File: src/rtl/fusion_pkg.sv
// -----------------------------------------------------------------------------
// fusion_pkg
// Shared definitions for the fetch front end: reset defaults, the fetch FSM
// state encoding, the instruction-buffer entry layout and small address
// helpers. No ports; imported by fetch_fifo and fetch_32.
// -----------------------------------------------------------------------------
package fusion_pkg;

  localparam logic [31:0] RESET_VECTOR_DEFAULT = 32'h0000_0000;
  localparam logic [31:0] NOP_INSN_DEFAULT     = 32'h0000_0000;

  // RUN: free to issue; WAIT: one request outstanding;
  // DROP: the outstanding response belongs to a squashed path.
  typedef enum logic [1:0] {
    FETCH_RUN  = 2'd0,
    FETCH_WAIT = 2'd1,
    FETCH_DROP = 2'd2
  } fetch_state_e;

  typedef struct packed {
    logic [31:0] insn;
    logic [31:0] pc;
  } fetch_entry_t;

  function automatic logic [31:0] word_align(input logic [31:0] addr);
    return {addr[31:2], 2'b00};
  endfunction

  function automatic logic is_misaligned(input logic [31:0] addr);
    return |addr[1:0];
  endfunction

endpackage

File: src/rtl/fetch_fifo.sv
// -----------------------------------------------------------------------------
// fetch_fifo
// Small circular buffer of {insn, pc} entries between fetch and decode.
//   clk, rst          : clock, asynchronous active-high reset
//   push_i, wdata_i   : write an entry at the tail (ignored when full)
//   pop_i             : drop the head entry (ignored when empty)
//   flush_i           : discard all entries; wins over push and pop
//   rdata_o           : head entry (meaningful only when !empty_o)
//   full_o, empty_o   : occupancy flags
//   count_o           : current occupancy
// DEPTH must be a power of two so the pointers wrap naturally.
// -----------------------------------------------------------------------------
module fetch_fifo
  import fusion_pkg::*;
#(
  parameter  int DEPTH = 2,
  localparam int PTR_W = $clog2(DEPTH),
  localparam int CNT_W = $clog2(DEPTH + 1)
) (
  input  logic             clk,
  input  logic             rst,
  input  logic             push_i,
  input  logic             pop_i,
  input  logic             flush_i,
  input  fetch_entry_t     wdata_i,
  output fetch_entry_t     rdata_o,
  output logic             full_o,
  output logic             empty_o,
  output logic [CNT_W-1:0] count_o
);

  fetch_entry_t     mem_q [DEPTH];
  logic [PTR_W-1:0] wr_ptr_q, rd_ptr_q;
  logic [CNT_W-1:0] count_q;
  logic             push_ok, pop_ok;

  assign full_o  = (count_q == CNT_W'(DEPTH));
  assign empty_o = (count_q == '0);
  assign count_o = count_q;
  assign rdata_o = mem_q[rd_ptr_q];

  assign push_ok = push_i && !full_o;
  assign pop_ok  = pop_i && !empty_o;

  // NOTE: state registers take the asynchronous reset and use non-blocking
  // assignments so every flop samples pre-edge values.
  always_ff @(posedge clk or posedge rst) begin
    if (rst) begin
      wr_ptr_q <= '0;
      rd_ptr_q <= '0;
      count_q  <= '0;
    end else if (flush_i) begin
      wr_ptr_q <= '0;
      rd_ptr_q <= '0;
      count_q  <= '0;
    end else begin
      if (push_ok) wr_ptr_q <= wr_ptr_q + PTR_W'(1);
      if (pop_ok)  rd_ptr_q <= rd_ptr_q + PTR_W'(1);
      count_q <= count_q + CNT_W'(push_ok) - CNT_W'(pop_ok);
    end
  end

  // NOTE: storage is deliberately not reset; count_q alone decides which
  // entries are live, so stale contents are never observed.
  always_ff @(posedge clk) begin
    if (push_ok && !flush_i) mem_q[wr_ptr_q] <= wdata_i;
  end

endmodule

File: src/rtl/fetch_32.sv
// -----------------------------------------------------------------------------
// fetch_32
// Instruction fetch stage: keeps the fetch PC, issues one request at a time
// to instruction memory, buffers returned words and hands them to decode.
//   clk_in, reset_in          : clock, asynchronous active-high reset
//   stall_in                  : decode cannot take insn_out this cycle
//   redirect_in/_pc_in        : flush and restart fetch at a new address
//   imem_req_out/_addr_out    : memory request (accepted the cycle it is high)
//   imem_ack_in/_data_in      : memory response, one per request
//   insn_out/_pc_out/_valid_out : buffer head presented to decode
//   misalign_flg_out          : one-cycle pulse for a redirect target with
//                               nonzero low bits
// -----------------------------------------------------------------------------
module fetch_32
  import fusion_pkg::*;
#(
  parameter logic [31:0] RESET_VECTOR = RESET_VECTOR_DEFAULT,
  parameter int          BUF_DEPTH    = 2,
  parameter logic [31:0] NOP_INSN     = NOP_INSN_DEFAULT
) (
  input  logic        clk_in,
  input  logic        reset_in,
  input  logic        stall_in,
  input  logic        redirect_in,
  input  logic [31:0] redirect_pc_in,
  output logic        imem_req_out,
  output logic [31:0] imem_addr_out,
  input  logic        imem_ack_in,
  input  logic [31:0] imem_data_in,
  output logic [31:0] insn_out,
  output logic [31:0] insn_pc_out,
  output logic        insn_valid_out,
  output logic        misalign_flg_out
);

  localparam int CNT_W = $clog2(BUF_DEPTH + 1);

  fetch_state_e     state_q;
  logic [31:0]      pc_q;
  logic [31:0]      req_addr_q;
  logic             misalign_q;

  logic             issue, push, pop;
  logic             fifo_full, fifo_empty;
  logic [CNT_W-1:0] fifo_count;
  fetch_entry_t     head, push_entry;

  // Issuing only below full occupancy, with a single request in flight,
  // guarantees a free slot when the response lands. reset_in is folded in
  // so the request drops asynchronously with reset.
  assign imem_req_out  = !reset_in && (state_q == FETCH_RUN) &&
                         (fifo_count < CNT_W'(BUF_DEPTH)) && !redirect_in;
  assign imem_addr_out = pc_q;
  assign issue         = imem_req_out;

  // Responses are kept only in WAIT; a same-edge redirect squashes them.
  assign push       = imem_ack_in && (state_q == FETCH_WAIT) && !redirect_in && !fifo_full;
  assign pop        = !fifo_empty && !stall_in;
  assign push_entry = '{insn: imem_data_in, pc: req_addr_q};

  fetch_fifo #(.DEPTH(BUF_DEPTH)) u_fifo (
    .clk     (clk_in),
    .rst     (reset_in),
    .push_i  (push),
    .pop_i   (pop),
    .flush_i (redirect_in),
    .wdata_i (push_entry),
    .rdata_o (head),
    .full_o  (fifo_full),
    .empty_o (fifo_empty),
    .count_o (fifo_count)
  );

  assign insn_valid_out   = !fifo_empty;
  assign insn_out         = fifo_empty ? NOP_INSN : head.insn;
  assign insn_pc_out      = fifo_empty ? 32'h0 : head.pc;
  assign misalign_flg_out = misalign_q;

  always_ff @(posedge clk_in or posedge reset_in) begin
    if (reset_in) begin
      state_q    <= FETCH_RUN;
      pc_q       <= RESET_VECTOR;
      req_addr_q <= 32'h0;
      misalign_q <= 1'b0;
    end else begin
      misalign_q <= redirect_in && is_misaligned(redirect_pc_in);

      // Redirect wins over sequential advance; +4 wraps at the top of memory.
      if (redirect_in)  pc_q <= word_align(redirect_pc_in);
      else if (issue)   pc_q <= pc_q + 32'd4;

      if (issue) req_addr_q <= pc_q;

      case (state_q)
        FETCH_RUN:  if (issue) state_q <= FETCH_WAIT;
        FETCH_WAIT: begin
          if (imem_ack_in)      state_q <= FETCH_RUN;
          else if (redirect_in) state_q <= FETCH_DROP;
        end
        FETCH_DROP: if (imem_ack_in) state_q <= FETCH_RUN;
        default:    state_q <= FETCH_RUN;
      endcase
    end
  end

endmodule

File: config.mk
export PLATFORM = sky130hd
export DESIGN_NAME = fetch_32
export DESIGN_NICKNAME = d
export VERILOG_FILES = /design/src/rtl/fusion_pkg.sv /design/src/rtl/fetch_fifo.sv /design/src/rtl/fetch_32.sv
export SDC_FILE = /design/constraint.sdc
export NUM_CORES = 1
export LEC_CHECK = 0
export ABC_AREA = 1
export CAP_MARGIN = 20
export CORE_MARGIN = 2
export CORE_UTILIZATION = 47
export DETAILED_ROUTE_END_ITERATION = 8
export HOLD_SLACK_MARGIN = 0.08
export PLACE_DENSITY = 0.77
export SYNTH_ARGS = -nofsm -noshare
export SYNTH_HDL_FRONTEND = slang
export SYNTH_SLANG_ARGS = --single-unit
File: constraint.sdc
create_clock -name clk_in -period 3.8 [get_ports clk_in]
set_input_delay 0.76 -clock clk_in [delete_from_list [all_inputs] [get_ports clk_in]]
set_output_delay 0.76 -clock clk_in [all_outputs]
set_load 0.05 [all_outputs]
Yosys cells after proc, flatten, opt, wreduce, memory -nomap -nowiden
Memory sizes are Yosys's and may differ from the RTL's. Index checks and enable logic that the tools add are counted.

Word-level logic and storage cells: 59. Bits in registers: 71. RAM bits: 128. Memories: 1.

Memories: u_fifo.mem_q (depth 2, bits a word 64, rd ports 1, clocked after memory_dff 0, write ports 1, line fetch_fifo.sv:32) `fetch_entry_t mem_q [DEPTH];`.

Reductions and logical operators: 23. Order comparisons: 1. Eq/ne operators: 6. Add/subtract/negate cells: 5. Muxes and demuxes: 16.

Operators with widths (number): two-way mux 32 bit (4); adder 32 x 3 -> 32 bit, second input constant (1); logical AND 1 bit (11); two-way mux 2 bit (5); two-way mux 1 bit (6); case mux 2 bit (3 select lines) (1); nonzero test 2 bit (3); logical NOT 1 bit (5); equality test 2 bit, second input constant (2); logical NOT 2 bit (2); != test 2 bit, second input constant (2); != test 3 bit, second input constant (1); AND reduction 3 bit (1); adder 1 bit, second input constant (2); adder 2 x 1 -> 2 bit (1); equality test 2 x 1 -> 1 bit, second input constant (1); < comparator 2 bit, second input constant (1); OR reduction 2 bit (1); subtractor 2 x 1 -> 2 bit (1).

Depth between registers and ports, before layout
Depth in word-level cells: 8. Mapped depth: 10. Mapped depth without buffers: 10.

By module
A second synthesis with hierarchy kept.

Cell total of the unflattened synthesis: 997. Area, all modules: 8986.1 um^2.

Modules (own cells, without submodules): fetch_fifo (area an instance 4954.8 um^2, cells each 371, times used 1); fetch_32 (area an instance 4031.4 um^2, cells each 626, times used 1).

Least setup slack after synthesis
Ideal clock, no wire load.

Path type: input -> register. Start point: input redirect_in. End point: memory u_fifo.mem_q[0][10] (netlist bit) (enable). Arrival time: 3.972 ns. Cell stages on the path: 5. Setup time: 0.482 ns. Slack: -0.654 ns. Data required time: 3.318 ns. Cell sequence: buf_4 > inv_1 > buf_2 > nand4_1 > nor2_1.

Longest elaborated chain between the ends: 7.

RTL lines: start: declaration (line fetch_32.sv:24) `input logic redirect_in,`; logical NOT 1 bit (*) (line fetch_fifo.sv:66, fetch_32.sv:57); logical AND 1 bit (2 in a row) (line fetch_32.sv:57) `assign push = imem_ack_in && (state_q == FETCH_WAIT) && !redirect_in && !fifo_full;`; logical AND 1 bit (line fetch_fifo.sv:42) `assign push_ok = push_i && !full_o;`; logical AND 1 bit (*) (line fetch_fifo.sv:66) `if (push_ok && !flush_i) mem_q[wr_ptr_q] <= wdata_i;`; two-way mux 1 bit (*) (line fetch_fifo.sv:66); two-way mux 1 bit (implied by the code) (*) (line fetch_fifo.sv:66); end: declaration (line fetch_fifo.sv:32).

Every way passes the cells marked *; elsewhere a longest branch is shown, timed or not.

Worst setup path after layout
Start point: register u_fifo.rd_ptr_q. End point: output insn_out[13].

Longest elaborated chain between the ends: 2.

RTL lines: start: declaration (line fetch_fifo.sv:33) `logic [PTR_W-1:0] wr_ptr_q, rd_ptr_q;`; start signal: assignment (line fetch_fifo.sv:58) `if (pop_ok) rd_ptr_q <= rd_ptr_q + PTR_W'(1);`; memory read (2 x 64 bit); two-way mux 32 bit (line fetch_32.sv:75) `assign insn_out = fifo_empty ? NOP_INSN : head.insn;`; end: declaration (line fetch_32.sv:30) `output logic [31:0] insn_out,`.

Every way passes these cells.

==> impl_metrics.env <==
export IMPL_io_pins=168
export IMPL_hp_start="req_addr_q[28]"
export IMPL_max_cap_violations=0
export IMPL_syn_mean_instance_area_um2=9.89
export IMPL_synth_yosys_seq_area_share_pct=65.4
export IMPL_layout_core_utilization_pct=61.9
export IMPL_switching_share_pct=43.0
export IMPL_route_detailed_vias_per_inst=5.14
export IMPL_tightestPinTransition_ps=727
export IMPL_yosys_most_used_dff="sky130_fd_sc_hd__edfxtp_1"
export IMPL_antenna_violating_nets_post_route=0
export IMPL_row_count=48
export IMPL_number_of_gates_resized_after_cts=0
export IMPL_critical_path_reg2reg_startpoint="u_fifo.count_o[1]"
export IMPL_synth_warning_count=0
export IMPL_clock_network_power_share_pct=20.2
export IMPL_worst_setup_path_start_kind="flip-flop"
export IMPL_setup_repair_after_global_routing_missed_its_margin="false"
export IMPL_yosysTopAreaCell="sky130_fd_sc_hd__edfxtp_1"
export IMPL_synth_largest_type_area_fraction_pct=45.1
export IMPL_detail_route_drc_violations=0
export IMPL_dp_hpwl_mm=12.9
export IMPL_design_die_area_um2=18600
export IMPL_htree_levels=4
export IMPL_place_port_buffers=163
export IMPL_overall_die_height_um=137
export IMPL_post_synth_main_area_contributors="sky130_fd_sc_hd__edfxtp_1 (45%), sky130_fd_sc_hd__dfrtp_1 (20%), sky130_fd_sc_hd__nand2_1 (14%)"
export IMPL_drtIter0Drc=382
export IMPL_netlist_area_pre_place_um2=8260
export IMPL_r2r_end="u_fifo.count_o[1]"
export IMPL_pre_repair_dr_iteration_count=5
export IMPL_share_of_the_synthesized_area_in_compound_gates_ao_oa_aoi_oai_pct=8.06
export IMPL_post_synth_num_cell_types=37
export IMPL_leakagePower_nw=4.25
export IMPL_critical_path_endpoint_type="output pin"
export IMPL_cts_hold_buffers_added=0
export IMPL_finalHoldViolCount=0
export IMPL_synthMostInstantiatedCell="sky130_fd_sc_hd__nand2_1"
export IMPL_setup_viol_count_final=0
export IMPL_run_status="finished clean"
export IMPL_worstHoldEndpoint="u_fifo.mem_q[0][28]"
export IMPL_post_synth_and_or_nand_nor_area_fraction_pct=20.7
export IMPL_area_growth_pct=29.2
export IMPL_vdd_ir_drop_worst_uv=398
export IMPL_intPower_w=0.00456
export IMPL_tritoncts="built"
export IMPL_largest_family_of_logic_cells_by_synthesized_area="simple AND/OR/NAND/NOR gates"
export IMPL_synth_cells=835
export IMPL_synthArstFlopShare_pct=35.1
export IMPL_crit_required_ps=3040
export IMPL_grt_start_max_net_pins=65
export IMPL_finalMaxSlewViolations=0
export IMPL_cts_reportedPaths_clkPinSlew_ps=60
export IMPL_gp_congestion=0.865
export IMPL_n_antenna_cell=0
export IMPL_mux_cell_area_share_after_synthesis_pct=0
export IMPL_min_path_cells=0
export IMPL_fin_crit_sh_pct=87.2
export IMPL_dieWidth_um=137
export IMPL_clock_latency_ps=420
export IMPL_synth_edff_count=124
export IMPL_cts_post_setup_buffers_inserted=0
export IMPL_r2r_setup_slack_ps=1740
export IMPL_drive_gt1_share_pct=7.76
export IMPL_synth_ff_latch_count=191
export IMPL_total_global_routing_track_utilization_pct=21.1
export IMPL_finalWorstSetupSlack_ps=488
export IMPL_power_frac_seq_pct=36.1
export IMPL_layout_nets=1064
export IMPL_most_used_standard_cells_in_the_synthesized_netlist="sky130_fd_sc_hd__nand2_1 (299), sky130_fd_sc_hd__edfxtp_1 (124), sky130_fd_sc_hd__a21oi_1 (82), sky130_fd_sc_hd__dfrtp_1 (67), sky130_fd_sc_hd__nor2_1 (58)"
export IMPL_holdCritPathClass="reg -> reg"
export IMPL_synth_xor_area_share_pct=0.636
export IMPL_final_setup_skew_ps=9.60
export IMPL_power_per_cell_area_nw_per_um2=751
export IMPL_cts_root_buf="sky130_fd_sc_hd__clkbuf_16"
export IMPL_critPathMaxFanout=28
export IMPL_slew_headroom_pct=51.4
export IMPL_clk_path_buf_depth=2
export IMPL_route_detailed_wl_per_inst_um=15.4
export IMPL_rr_worst_depth=8
export IMPL_worstPathArrival_ps=2550
export IMPL_detailedPlace_worstSlack_ps=911
export IMPL_coreArea_um2=17200
export IMPL_clock_sink_total=191
export IMPL_worstSetupPathType="reg -> out"
export IMPL_number_of_antenna_violations_at_the_first_check_in_global_routing=0
export IMPL_drt_wl_total_mm=18.9
export IMPL_layout_filler_cells=1415
export IMPL_global_route_overflow_total=0
export IMPL_net_switching_component_of_the_power_w=0.00345
export IMPL_cts_buffers=17
export IMPL_power_frac_comb_pct=43.8
export IMPL_synth_fa_ha_area_share_pct=0.455
export IMPL_floorplan_initialDensity_pct=47.9
export IMPL_max_clock_freq_mhz=302
export IMPL_num_vias=6328
export IMPL_number_of_global_route_vias_before_repair=6088
export IMPL_final_period_minus_worst_setup_slack_ps=3310
export IMPL_grt_first_pass_wirelength_mm=30.0
export IMPL_finalHoldWorstSlack_ps=467
## flip-flops by register name, indices dropped and copies added (netlist names)
| register | flops |
|---|---|
| imem_addr_out | 30 |
| misalign_flg_out | 1 |
| req_addr_q | 30 |
| state_q | 2 |
| u_fifo.count_o | 2 |
| u_fifo.mem_q | 124 |
| u_fifo.rd_ptr_q | 1 |
| u_fifo.wr_ptr_q | 1 |
## cell type report
class                   instances  area [um2]  area share, %
flip-flops and latches        191        5400           50.6
multi-input cells             556        2500           23.5
repair buffers                175        1750           16.4
clock buffers                  24         483           4.53
well taps                     225         282           2.64
inverters                      51         194           1.82
clock inverters                 8        56.3          0.528
## placed cells by master (no fill, tap or decap), types with 2 or more instances in the layout
| cell | synthesis | final |
|---|---|---|
| sky130_fd_sc_hd__a21oi_1 | 82 | 82 |
| sky130_fd_sc_hd__a22oi_1 | 3 | 3 |
| sky130_fd_sc_hd__a31oi_1 | 2 | 2 |
| sky130_fd_sc_hd__buf_12 | 0 | 5 |
| sky130_fd_sc_hd__buf_4 | 6 | 21 |
| sky130_fd_sc_hd__clkbuf_1 | 17 | 5 |
| sky130_fd_sc_hd__clkbuf_16 | 0 | 18 |
| sky130_fd_sc_hd__clkdlybuf4s50_1 | 0 | 149 |
| sky130_fd_sc_hd__clkinv_2 | 0 | 2 |
| sky130_fd_sc_hd__clkinvlp_4 | 0 | 3 |
| sky130_fd_sc_hd__conb_1 | 1 | 4 |
| sky130_fd_sc_hd__dfrtp_1 | 67 | 66 |
| sky130_fd_sc_hd__edfxtp_1 | 124 | 124 |
| sky130_fd_sc_hd__ha_1 | 3 | 3 |
| sky130_fd_sc_hd__inv_1 | 48 | 47 |
| sky130_fd_sc_hd__inv_2 | 2 | 3 |
| sky130_fd_sc_hd__inv_4 | 1 | 2 |
| sky130_fd_sc_hd__nand2_1 | 299 | 299 |
| sky130_fd_sc_hd__nand2_2 | 3 | 3 |
| sky130_fd_sc_hd__nand3_1 | 36 | 36 |
| sky130_fd_sc_hd__nand4_1 | 3 | 3 |
| sky130_fd_sc_hd__nor2_1 | 58 | 55 |
| sky130_fd_sc_hd__nor2_2 | 7 | 7 |
| sky130_fd_sc_hd__nor2_4 | 4 | 7 |
| sky130_fd_sc_hd__nor3_1 | 2 | 2 |
| sky130_fd_sc_hd__o211ai_1 | 4 | 4 |
| sky130_fd_sc_hd__o21ai_0 | 22 | 22 |
| sky130_fd_sc_hd__o21ai_1 | 9 | 9 |
| sky130_fd_sc_hd__xor2_1 | 5 | 5 |
## cells by family (layout without fill, tap and decap cells)
family                   Yosys count  count (layout)
adder cells (fa/ha/maj)            3               3
other                              1               4
XOR/XNOR                           6               6
flip-flops                       191             191
AO/OA/AOI/OAI                    126             126
AND/OR/NAND/NOR                  417             417
buffers and inverters             91             258
## per-layer routing
| metal | share of wire [%] | up-vias | GRT usage, % |
|---|---|---|---|
| li1 | - | 3076 | - |
| met1 | 43 | 2961 | 28.0 |
| met2 | 47 | 260 | 34.1 |
| met3 | 7.8 | 31 | 4.78 |
| met4 | 2.2 | 0 | 7.87 |
| met5 | 0 | - | 0 |
## stage by stage
stage	TNS (ps)	area (um2)	cells	total power, W
2_1_floorplan	-81160	8270	838	0.00519
3_3_place_gp	0	10100	1198	0.00638
3_5_place_dp	0	10100	1198	0.00644
4_1_cts	0	10700	1230	0.00806
5_1_grt	0	10700	1230	0.00840
6_report	0	10700	1230	0.00801
## power groups by stage
stage | Combinational [W] | Sequential [W] | Clock [W]
after global placement | 0.00347 | 0.00291 | 0
after CTS | 0.00353 | 0.00289 | 0.00165
after floorplan | 0.00212 | 0.00307 | 0
after global routing | 0.00374 | 0.00293 | 0.00174
final | 0.00351 | 0.00289 | 0.00161
after detailed placement | 0.00352 | 0.00292 | 0
## critical path, cell delays in order (launching register included)
cell	delay, ps
sky130_fd_sc_hd__dfrtp_2	410
sky130_fd_sc_hd__inv_2	400
sky130_fd_sc_hd__buf_12	240
sky130_fd_sc_hd__nand2_1	60
sky130_fd_sc_hd__a21oi_1	170
sky130_fd_sc_hd__clkdlybuf4s50_1	830
## worst max-delay path by stage
| stage | start | endpoint | slack, ps | depth (start not counted) |
|---|---|---|---|---|
| 5_1_grt | u_fifo.rd_ptr_q | insn_out[21] | 390 | 5 |
| 2_1_floorplan | redirect_in | u_fifo.mem_q[0][10] | -650 | 5 |
| 3_3_place_gp | u_fifo.rd_ptr_q | insn_out[4] | 950 | 5 |
| 4_1_cts | u_fifo.rd_ptr_q | insn_out[3] | 450 | 5 |
| 6_report | u_fifo.rd_ptr_q | insn_out[13] | 490 | 5 |
| 3_5_place_dp | redirect_in | u_fifo.mem_q[1][58] | 910 | 5 |
Note: power is estimated with default switching activity, not from simulation.
